[config.mk]
export PLATFORM = sky130hd
export DESIGN_NAME = seq_detect_n
export DESIGN_NICKNAME = d
export VERILOG_FILES = /design/src/rtl/seq_detect_pkg.sv /design/src/rtl/seq_sat_cnt.sv /design/src/rtl/seq_detect_n.sv
export SDC_FILE = /design/constraint.sdc
export NUM_CORES = 1
export LEC_CHECK = 0
export CAP_MARGIN = 20
export CORE_AREA = 5 5 42 44
export DETAILED_ROUTE_END_ITERATION = 8
export DIE_AREA = 0 0 47 49
export PLACE_DENSITY = 0.7
export SYNTH_ARGS = -nofsm -noshare
export SYNTH_HDL_FRONTEND = slang
export SYNTH_SLANG_ARGS = --single-unit
[constraint.sdc]
create_clock -name clk -period 1.4 [get_ports clk]
set_input_delay 0.21 -clock clk [delete_from_list [all_inputs] [get_ports clk]]
set_output_delay 0.21 -clock clk [all_outputs]
set_load 0.005 [all_outputs]
[src/rtl/seq_detect_pkg.sv]
// Shared constants for the serial sequence detector.
// Holds the default pattern and length, the legal parameter limits and the
// overlap mode encoding used to interpret the overlap_en input.
package seq_detect_pkg;

  localparam int unsigned SeqLenDefault = 4;
  localparam logic [3:0]  SeqPatternDefault = 4'b1011;
  localparam int unsigned CntWDefault = 8;

  localparam int unsigned SeqLenMin = 2;
  localparam int unsigned SeqLenMax = 16;
  localparam int unsigned CntWMin = 1;
  localparam int unsigned CntWMax = 16;

  typedef enum logic {
    ModeNonOverlap = 1'b0,
    ModeOverlap    = 1'b1
  } overlap_mode_e;

endpackage

[src/rtl/seq_sat_cnt.sv]
// Saturating up-counter with synchronous clear.
// Ports:
//   clk   - clock, rising edge
//   reset - synchronous active-high reset, loads 0
//   inc   - count one event this cycle
//   clr   - clear this cycle; with inc set in the same cycle the result is 1
//   cnt   - current count, sticks at all-ones
module seq_sat_cnt
  import seq_detect_pkg::*;
#(
  parameter int unsigned CNT_W = CntWDefault
) (
  input  logic             clk,
  input  logic             reset,
  input  logic             inc,
  input  logic             clr,
  output logic [CNT_W-1:0] cnt
);

  if (CNT_W < CntWMin || CNT_W > CntWMax) begin : gen_bad_cnt_w
    $error("seq_sat_cnt: CNT_W out of range");
  end

  logic [CNT_W-1:0] cnt_q, cnt_d;

  always_comb begin
    cnt_d = cnt_q;
    if (clr) begin
      // Clear first, then count the coincident event.
      cnt_d = inc ? CNT_W'(1) : '0;
    end else if (inc && (cnt_q != '1)) begin
      cnt_d = cnt_q + CNT_W'(1);
    end
  end

  always_ff @(posedge clk) begin
    if (reset) begin
      cnt_q <= '0;
    end else begin
      cnt_q <= cnt_d;
    end
  end

  assign cnt = cnt_q;

endmodule

[src/rtl/seq_detect_n.sv]
// Serial pattern detector for a SEQ_LEN-bit pattern (MSB received first).
// Build option: define SEQ_DETECT_CNT_EN to include the saturating match counter;
// otherwise match_cnt is constant 0 and clear_cnt is ignored.
// Ports:
//   clk        - clock, rising edge
//   reset      - synchronous active-high reset
//   inp_valid  - qualifies inp_bit
//   inp_bit    - serial data
//   overlap_en - 1: matches may share bits, 0: each match needs fresh bits
//   clear_cnt  - synchronous clear of match_cnt
//   seq_seen   - registered one-cycle pulse after the completing bit
//   match_cnt  - saturating number of matches
module seq_detect_n
  import seq_detect_pkg::*;
#(
  parameter int unsigned        SEQ_LEN     = SeqLenDefault,
  parameter logic [SEQ_LEN-1:0] SEQ_PATTERN = SEQ_LEN'(SeqPatternDefault),
  parameter int unsigned        CNT_W       = CntWDefault
) (
  input  logic             clk,
  input  logic             reset,
  input  logic             inp_valid,
  input  logic             inp_bit,
  input  logic             overlap_en,
  input  logic             clear_cnt,
  output logic             seq_seen,
  output logic [CNT_W-1:0] match_cnt
);

  if (SEQ_LEN < SeqLenMin || SEQ_LEN > SeqLenMax) begin : gen_bad_seq_len
    $error("seq_detect_n: SEQ_LEN out of range");
  end
  if (CNT_W < CntWMin || CNT_W > CntWMax) begin : gen_bad_cnt_w
    $error("seq_detect_n: CNT_W out of range");
  end

  localparam int unsigned      FillW    = $clog2(SEQ_LEN + 1);
  localparam logic [FillW-1:0] FillMax  = FillW'(SEQ_LEN);
  localparam logic [FillW-1:0] FillLast = FillW'(SEQ_LEN - 1);

  logic [SEQ_LEN-1:0] hist_q, hist_d, hist_next;
  logic [FillW-1:0]   fill_q, fill_d;
  logic               seen_q, seen_d;
  logic               match;

  assign hist_next = {hist_q[SEQ_LEN-2:0], inp_bit};
  // The fill guard keeps stale or reset-zero history bits from forming a match.
  assign match = inp_valid && (fill_q >= FillLast) && (hist_next == SEQ_PATTERN);

  always_comb begin
    hist_d = hist_q;
    fill_d = fill_q;
    seen_d = match;
    if (inp_valid) begin
      hist_d = hist_next;
      if (match && (overlap_mode_e'(overlap_en) == ModeNonOverlap)) begin
        fill_d = '0;
      end else if (fill_q != FillMax) begin
        fill_d = fill_q + FillW'(1);
      end
    end
  end

  always_ff @(posedge clk) begin
    if (reset) begin
      hist_q <= '0;
      fill_q <= '0;
      seen_q <= 1'b0;
    end else begin
      hist_q <= hist_d;
      fill_q <= fill_d;
      seen_q <= seen_d;
    end
  end

  assign seq_seen = seen_q;

`ifdef SEQ_DETECT_CNT_EN
  seq_sat_cnt #(
    .CNT_W(CNT_W)
  ) u_sat_cnt (
    .clk  (clk),
    .reset(reset),
    .inc  (match),
    .clr  (clear_cnt),
    .cnt  (match_cnt)
  );
`else
  logic unused_clear_cnt;
  assign unused_clear_cnt = clear_cnt;
  assign match_cnt = '0;
`endif

endmodule

==> impl_metrics.ini <==
[yosys]
yosys_warnings = 0
seq_area_frac_synth = 0.321
synth_top_area_cell = dfxtp_1
synth_flop_cell = dfxtp_1
synth_area_leaders = dfxtp_1 (32%), buf_4 (15%), ha_1 (8.6%)
synth.avg_cell_area_um2 = 9.49
synth_edf_count = 0
async_flop_share = 0
synth_area_um2 = 437
ys_types = 20
yosysMostFrequentCell = buf_4
ys_ff_latch = 7
synth_top_area_share = 0.321
syn_inst = 46
yosys-top-cells-count = buf_4 (9), dfxtp_1 (7), inv_1 (4)

[setup_path]
cp-startpoint = inp_valid
cp.required_ns = 1.56
cp_num_buf_inv = 1
path_max_fanout = 4
r2r_cells = 6
endpoint_kind = flop
ff2ff_setup_slack_ns = 0.07
cp_slowest_stage_delay_ns = 0.50
path_depth = 5
reg2reg_from = fill_q[1]
crit_end = fill_q[0]
timing.rr.end = fill_q[0]
start_kind = primary input
critPathKind = in -> reg
worstPathArrival_ns = 1.52
slowest_stage = clkdlybuf4s50_1
path_cells = clkdlybuf4s50_1 -> nand3_2 -> o41ai_4 -> o22ai_1 -> a21o_1
critPathTopFamily = compound AO/OA/AOI/OAI gates

[clock_tree]
h-tree-depth = 1
clkTransAtPathRegs_ns = 0.06
postCtsHoldBufs = 0
cts_buffer_depth = 2
clk_latency_ns = 0.26
root_buffer = clkbuf_4
clkSinkCount = 7
cts_buffers = 3
cts_tree = done

[floorplanning]
die_x_um = 47
rows = 14
io_pins = 15
die_h_um = 49
die_area_mm2 = 0.00230
initial_core_util = 0.312
design.core.area_mm2 = 0.00140

[grt]
grt.overflow.total = 0
grt_pass1_wl_um = 1200
antenna_found_initial = 0
grt_pass1_vias = 276
grt_max_degree = 9
track_usage = 0.0791

[final_layout]
fin_cells = 77
multi_input_area_um2 = 273
area_growth_pct = 35.8
regArea_um2 = 148
utilization = 0.423
fillers = 146
drive_gt1_frac = 0.328
design_area_um2 = 593
diodes = 0
final_nets = 71

[pwr]
powerDensity_mw_per_mm2 = 946
ir_worst_vdd_v = 0.000631
p_leak_nw = 0.266

[routing]
totalWireLength_um = 737
drt_iter0_markers = 2
drc = 0
vias = 324
dr.pass1.iters = 3
antenna_left = 0
via_per_inst = 4.21
wl_per_cell_um = 9.57

[place]
post_dp_cell_area_um2 = 558
dp_slack_ns = -0.109
gp_congestion = 0.695
dp.cells = 73
io_buffers = 5
hpwl_um = 590

[run]
drv_cap = 0

[timing]
slew_viol_final = 0
layout_worst_path_cycle_share = 0.975
setup_viol = 0
fin_crit_ns = 1.37
rsz0062_at_grt = false
setup_ws_ns = 0.0348
hold_viol = 0
skew_ns = 0.00434
max_freq_mhz = 732

[outcome]
status = finished, final reports clean

[hold_path]
hp-class = reg -> reg
-- worst reg2reg max path, delay by kind of cell (launching register included) --
kind	cells	cell delay (ns)
AOI/OAI and AO/OA	3	0.43
DFF	1	0.35
adders and majority gates	2	0.31
and+or+nand+nor	1	0.18
-- worst min-delay path by stage --
stage / from / to / slack (ns) / depth (start not counted)
after floorplan: reset / hist_q[0] / 0.28 / 1
after global placement: hist_q[2] / hist_q[2] / 0.50 / 2
after detailed placement: hist_q[2] / hist_q[2] / 0.51 / 2
after CTS: hist_q[2] / hist_q[2] / 0.53 / 2
after global routing: hist_q[1] / hist_q[1] / 0.55 / 2
final: hist_q[2] / hist_q[2] / 0.52 / 2
-- logic make-up (layout without fill, tap and decap cells) --
kind of cell               Yosys count  count (layout)  synth area share
muxes                                3               3            0.0688
and+or+nand+nor                     12              12             0.158
other                                1               8           0.00859
adders and majority gates            3               3            0.0860
DFF                                  7               7             0.321
AOI/OAI and AO/OA                    7               7             0.169
buffers and inverters               13              21             0.189
-- power by group --
| part | switching (mW) | internal [mW] | leakage, nW |
|---|---|---|---|
| Sequential | 0.0126 | 0.216 | 0.0585 |
| Clock | 0.0835 | 0.105 | 0.0177 |
| Combinational | 0.0691 | 0.0751 | 0.190 |
-- metal layers --
layer	wire, um	track usage	share of wire
met2	320	0.0950	0.43
met1	318	0.0887	0.43
met3	76	0.0664	0.10
met4	21	0.0553	0.028
met5	0	0	0
-- final cells by class --
cell class | count | area share
clock buffer | 3 | 0.0380
clock inverter | 1 | 0.00844
inverter | 4 | 0.0253
multi-input combinational | 33 | 0.460
sequential | 7 | 0.249
tap | 16 | 0.0338
timing repair buffer | 13 | 0.186
-- state kept, by name (all words and copies together) (netlist names) --
name      count
fill_q        3
hist_q        3
seq_seen      1
-- timing repair --
action / 4_1_cts / 5_1_grt
gates resized for setup: 0 / 1
setup endpoints to repair: 2 / 2
pin swaps: 1 / 2
buffers inserted: 0 / 0
-- cell usage in the layout, fill, tap and decap left out --
master / count
clkdlybuf4s50_1: 5
nor3_1: 1
inv_1: 4
o22ai_1: 1
dfxtp_1: 5
o31ai_1: 1
nand2b_1: 1
o41ai_4: 1
nor2_1: 3
dfxtp_4: 2
a21oi_1: 1
nand2_1: 3
conb_1: 8
nand3_2: 1
nand2b_4: 1
a211oi_4: 1
nand3_1: 1
clkinv_2: 1
nor4_1: 1
clkbuf_4: 3
mux2i_1: 3
a21o_1: 2
buf_4: 8
ha_4: 2
ha_1: 1
-- stage by stage --
stage	setup TNS (ns)	total power, mW	hold WS [ns]
final	0	0.561	0.524
after floorplan	-0.00734	0.327	0.282
after global routing	0	0.607	0.554
after global placement	-0.141	0.366	0.502
after CTS	0	0.560	0.527
after detailed placement	-0.129	0.368	0.509
No activity file was read; power rests on OpenSTA's default activity.
